### src/rtl/ecc_rd_scrub.sv
// Read-side post-correction stage: registers corrected words toward the consumer,
// counts correctable/uncorrectable errors, logs the first error and requests scrub writes.
module ecc_rd_scrub #(
    parameter int WDTH = 34,
    parameter int AWDT = 10,
    parameter int CWDT = 16
) (
    input  logic            i_clk,
    input  logic            i_rst,
    input  logic            i_rd_vld,
    output logic            o_rd_rdy,
    input  logic [AWDT-1:0] i_rd_addr,
    input  logic [WDTH-1:0] i_data,
    input  logic            i_err_detect,
    input  logic            i_err_multpl,
    output logic            o_vld,
    input  logic            i_rdy,
    output logic [WDTH-1:0] o_data,
    output logic            o_cerr,
    output logic            o_uerr,
    output logic            o_scrub_req,
    output logic [AWDT-1:0] o_scrub_addr,
    output logic [WDTH-1:0] o_scrub_data,
    input  logic            i_scrub_ack,
    input  logic            i_clr,
    output logic [CWDT-1:0] o_cerr_cnt,
    output logic [CWDT-1:0] o_uerr_cnt,
    output logic            o_scrub_drop,
    output logic            o_first_vld,
    output logic [AWDT-1:0] o_first_addr,
    output logic            o_first_uerr
);

    typedef enum logic {S_IDLE, S_REQ} state_t;

    state_t          r_state;
    state_t          w_next;
    logic            w_accept;
    logic            w_acc_ce;
    logic            w_acc_ue;
    logic            w_load;
    logic            w_drop;
    logic            r_vld;
    logic [WDTH-1:0] r_data;
    logic            r_cerr;
    logic            r_uerr;
    logic [AWDT-1:0] r_scrub_addr;
    logic [WDTH-1:0] r_scrub_data;
    logic [CWDT-1:0] r_cerr_cnt;
    logic [CWDT-1:0] r_uerr_cnt;
    logic            r_drop;
    logic            r_first_vld;
    logic [AWDT-1:0] r_first_addr;
    logic            r_first_uerr;

    assign o_rd_rdy = ~r_vld | i_rdy;
    assign w_accept = i_rd_vld & o_rd_rdy;
    assign w_acc_ce = w_accept & i_err_detect & ~i_err_multpl;
    assign w_acc_ue = w_accept & i_err_detect & i_err_multpl;

    always_ff @(posedge i_clk or posedge i_rst) begin
        if (i_rst) begin
            r_vld  <= 1'b0;
            r_data <= '0;
            r_cerr <= 1'b0;
            r_uerr <= 1'b0;
        end else if (w_accept) begin
            r_vld  <= 1'b1;
            r_data <= i_data;
            r_cerr <= i_err_detect & ~i_err_multpl;
            r_uerr <= i_err_detect & i_err_multpl;
        end else if (i_rdy) begin
            r_vld <= 1'b0;
        end
    end

    // A clear coincident with an event leaves that event counted, not lost.
    always_ff @(posedge i_clk or posedge i_rst) begin
        if (i_rst) begin
            r_cerr_cnt <= '0;
            r_uerr_cnt <= '0;
        end else if (i_clr) begin
            r_cerr_cnt <= {{(CWDT-1){1'b0}}, w_acc_ce};
            r_uerr_cnt <= {{(CWDT-1){1'b0}}, w_acc_ue};
        end else begin
            if (w_acc_ce && r_cerr_cnt != {CWDT{1'b1}}) r_cerr_cnt <= r_cerr_cnt + 1'b1;
            if (w_acc_ue && r_uerr_cnt != {CWDT{1'b1}}) r_uerr_cnt <= r_uerr_cnt + 1'b1;
        end
    end

    always_ff @(posedge i_clk or posedge i_rst) begin
        if (i_rst) begin
            r_first_vld  <= 1'b0;
            r_first_addr <= '0;
            r_first_uerr <= 1'b0;
            r_drop       <= 1'b0;
        end else begin
            if ((w_acc_ce || w_acc_ue) && (!r_first_vld || i_clr)) begin
                r_first_vld  <= 1'b1;
                r_first_addr <= i_rd_addr;
                r_first_uerr <= w_acc_ue;
            end else if (i_clr) begin
                r_first_vld <= 1'b0;
            end
            if (i_clr) r_drop <= w_drop;
            else if (w_drop) r_drop <= 1'b1;
        end
    end

    always_ff @(posedge i_clk or posedge i_rst) begin
        if (i_rst) begin
            r_state      <= S_IDLE;
            r_scrub_addr <= '0;
            r_scrub_data <= '0;
        end else begin
            r_state <= w_next;
            if (w_load) begin
                r_scrub_addr <= i_rd_addr;
                r_scrub_data <= i_data;
            end
        end
    end

    // A new correctable word replaces the pending scrub only when the arbiter takes the old one.
    always_comb begin
        w_next = r_state;
        w_load = 1'b0;
        w_drop = 1'b0;
        case (r_state)
            S_IDLE: begin
                if (w_acc_ce) begin
                    w_load = 1'b1;
                    w_next = S_REQ;
                end
            end
            S_REQ: begin
                if (i_scrub_ack) begin
                    if (w_acc_ce) w_load = 1'b1;
                    else          w_next = S_IDLE;
                end else if (w_acc_ce) begin
                    w_drop = 1'b1;
                end
            end
            default: w_next = S_IDLE;
        endcase
    end

    assign o_vld        = r_vld;
    assign o_data       = r_data;
    assign o_cerr       = r_cerr;
    assign o_uerr       = r_uerr;
    assign o_scrub_req  = (r_state == S_REQ);
    assign o_scrub_addr = r_scrub_addr;
    assign o_scrub_data = r_scrub_data;
    assign o_cerr_cnt   = r_cerr_cnt;
    assign o_uerr_cnt   = r_uerr_cnt;
    assign o_scrub_drop = r_drop;
    assign o_first_vld  = r_first_vld;
    assign o_first_addr = r_first_addr;
    assign o_first_uerr = r_first_uerr;

endmodule

### config.mk
export PLATFORM = sky130hd
export DESIGN_NAME = ecc_rd_scrub
export DESIGN_NICKNAME = d
export VERILOG_FILES = /design/src/rtl/ecc_rd_scrub.sv
export SDC_FILE = /design/constraint.sdc
export NUM_CORES = 1
export LEC_CHECK = 0
export BUFFER_PORTS_ARGS = -buffer_cell sky130_fd_sc_hd__buf_4
export CAP_MARGIN = 15
export CORE_ASPECT_RATIO = 1.1
export CORE_MARGIN = 1.5
export CORE_UTILIZATION = 50
export DETAILED_ROUTE_END_ITERATION = 7
export PLACE_DENSITY = 0.79
export RECOVER_POWER = 50
export SYNTH_ARGS = -nofsm -noshare
export SYNTH_HDL_FRONTEND = slang
export SYNTH_SLANG_ARGS = --single-unit
### constraint.sdc
create_clock -name i_clk -period 13 [get_ports i_clk]
set_clock_uncertainty 0.2 [all_clocks]
set_input_delay 2.6 -clock i_clk [delete_from_list [all_inputs] [get_ports i_clk]]
set_output_delay 2.6 -clock i_clk [all_outputs]
set_load 0.1 [all_outputs]
==> flow_metrics.env <==
export IMPL_arrival_ns=3.37
export IMPL_ant_nets=0
export IMPL_route_detailed_wl_per_inst_um=16.3
export IMPL_crit_path_max_fanout=6
export IMPL_finalCritPeriodShare=0.475
export IMPL_worstSetupPathType="in -> out"
export IMPL_yosys_top_cells_area="dfrtp_1 (60%), mux2_2 (16%), mux2_1 (2.8%)"
export IMPL_min_path_type="reg -> reg"
export IMPL_synth_top_area_frac=0.604
export IMPL_crit_path_end_kind="output pin"
export IMPL_core_area_sq_um=10300
export IMPL_fin_nets=638
export IMPL_grt_antenna_before_repair=0
export IMPL_start_util=0.511
export IMPL_synth_seq_cells=127
export IMPL_fin_ws_ns=6.83
export IMPL_ff2ff_path_depth=5
export IMPL_timing_fmax_ghz=0.162
export IMPL_gp_congestion=0.801
export IMPL_outcome="finished, violations left"
export IMPL_multi_input_area_sq_um=1970
export IMPL_die_w_um=101
export IMPL_avgViaCountPerCell=5.29
export IMPL_mostFrequentLayoutCells="dfrtp_1 (127), clkbuf_1 (109), mux2_2 (76)"
export IMPL_track_usage=0.227
export IMPL_clockRootBuffer="clkbuf_16"
export IMPL_finalPower_uw=1480
export IMPL_leakage_uw=0.00296
export IMPL_p_comb_frac=0.396
export IMPL_wl_um=12100
export IMPL_hp_start="o_cerr$_DFFE_PP0P_"
export IMPL_cts_resized_gates=0
export IMPL_path_clk_slew_ns=0.06
export IMPL_r2r_end="o_data[29]$_DFFE_PP0P_"
export IMPL_synth_nets=450
export IMPL_drive_gt1_frac=0.318
export IMPL_whs_path_depth=2
export IMPL_rsz0062_at_grt="false"
export IMPL_yosys_most_used_dff="dfrtp_1"
export IMPL_setup_viol=0
export IMPL_reg2reg_from="o_vld$_DFFE_PP0P_"
export IMPL_seq_area_sq_um=3180
export IMPL_cts_tree="built"
export IMPL_tightest_slew_ns=2.51
export IMPL_worstPathRequired_ns=10.20
export IMPL_areaGrowthSynthToFinish_pct=30.3
export IMPL_vias=3918
export IMPL_cts_sinks=127
export IMPL_drt_iter0_markers=189
export IMPL_yosysSeqAreaShare=0.604
export IMPL_fp_row_count=39
export IMPL_globalRouteOverflowTotal=0
export IMPL_fin_cells=740
export IMPL_cts_hold_buf=0
export IMPL_internal_power_uw=778
export IMPL_fp_dieH_um=111
export IMPL_ios=180
export IMPL_drcViolationCount=0
export IMPL_p_sw_frac=0.474
export IMPL_cts_made_buffers=17
export IMPL_avgSynthCellArea_sq_um=13.3
export IMPL_fillers=830
export IMPL_dpl_worst_slack_ns=6.83
export IMPL_switching_power_uw=701
export IMPL_cap_violations=2
export IMPL_drtPass1Iterations=4
export IMPL_grt_pass1_wl_um=19700
export IMPL_final_common_cell="dfrtp_1"
export IMPL_async_flop_share=1.00
export IMPL_violations="max-capacitance violations, max-slew violations"
export IMPL_synth_edf_count=0
export IMPL_die_area_sq_um=11100
export IMPL_setup_tns_final_ns=0
export IMPL_fin_util=0.666
export IMPL_cts_max_level=4
export IMPL_r2r_setup_slack_ns=9.83
export IMPL_yosysTopAreaCell="dfrtp_1"
export IMPL_power_share_clock=0.276
export IMPL_max_slew_margin=-0.679
export IMPL_yosysWarnings=0
export IMPL_p_per_area_nw_per_um2=216
export IMPL_antenna_cells=0
export IMPL_pwr_share_seq=0.328
export IMPL_peakVddDrop_mv=0.140
export IMPL_min_delay_worst_endpoint="o_cerr$_DFFE_PP0P_"
export IMPL_cts_setup_buffers=0
export IMPL_syn_area_sq_um=5260
export IMPL_final_max_slew_viol_count=97
export IMPL_yosysUniqueCellTypes=45
export IMPL_portBuffers=179
export IMPL_grt_max_degree=70
export IMPL_hold_viol_final=0
export IMPL_hpwl_um=8540
export IMPL_finalCriticalPeriod_ns=6.17
export IMPL_synthCells=396
export IMPL_dp_cells=706
export IMPL_clk_latency_ns=0.40
export IMPL_critPathLaunchType="primary input"
export IMPL_first_global_vias=4065
export IMPL_cts_max_path_buffers=2
==> layout make-up <==
type / count / area share
clock buffers: 21 / 0.0657
clock inverters: 11 / 0.0100
inverters: 8 / 0.00456
multi-input cells: 246 / 0.287
flip-flops and latches: 127 / 0.464
well taps: 143 / 0.0261
repair buffers: 184 / 0.143
==> cells in the mapped netlist, types with 4 or more instances <==
cell,n
dfrtp_1,127
mux2_2,76
nor2_1,26
nand2_1,19
xnor2_1,14
mux2_1,13
nand4_1,10
nor3_1,10
nor4_1,9
buf_2,8
inv_1,8
nand3_1,7
xor2_1,6
a21oi_1,5
and3_1,5
buf_4,4
or4_1,4
==> cell families (layout without fill, tap and decap cells) <==
| kind of cell | after synthesis | after routing | share of synthesized area |
|---|---|---|---|
| xor gates and xnor gates | 20 | 20 | 0.0333 |
| AOI/OAI and AO/OA | 24 | 24 | 0.0304 |
| buffers and inverters | 23 | 224 | 0.0212 |
| adders and majority gates | 2 | 2 | 0.00476 |
| DFF | 127 | 127 | 0.604 |
| and+or+nand+nor | 110 | 110 | 0.114 |
| muxes | 90 | 90 | 0.192 |
==> layer usage <==
layer | GRT usage | vias up | wire, um
li1 | - | 1797 | -
met1 | 0.269 | 1971 | 4810
met2 | 0.386 | 140 | 6280
met3 | 0.0734 | 10 | 852
met4 | 0.0789 | 0 | 142
met5 | 0 | - | 0
==> worst max-delay path: stages <==
cell and delay (ns):
clkbuf_4 0.11, nor2b_1 0.24, inv_1 0.16, buf_4 0.26
==> through the flow <==
stage / area [sq um] / hold WS, ns
after floorplan: 5260 / 0.759
after global placement: 6730 / 0.263
after detailed placement: 6730 / 0.267
after CTS: 7250 / 0.282
after global routing: 6860 / 0.307
final: 6860 / 0.276
==> registers in the layout, indices dropped and copies added (netlist names) <==
register and cells:
o_data 34, o_scrub_data 34, o_cerr_cnt 16, o_uerr_cnt 16, o_first_addr 10, o_scrub_addr 10, o_cerr 1, o_first_uerr 1
o_first_vld 1, o_scrub_drop 1, o_scrub_req 1, o_uerr 1, o_vld 1
==> power by group through the flow <==
stage               sequential [uW]  combinational, uW  clock, uW
finish                          485                586        408
global route                    493                600        435
CTS                             487                641        417
detailed placement              493                640          0
global placement                489                634          0
floorplan                       921               69.4          0
==> worst max-delay path by stage <==
stage                     start                 end  depth (start not counted)
after floorplan           i_rst  o_cerr$_DFFE_PP0P_                          1
after global placement    i_rdy            o_rd_rdy                          4
after detailed placement  i_rdy            o_rd_rdy                          4
after CTS                 i_rdy            o_rd_rdy                          4
after global routing      i_rdy            o_rd_rdy                          4
final                     i_rdy            o_rd_rdy                          4
Note: power is estimated with default switching activity, not from simulation.
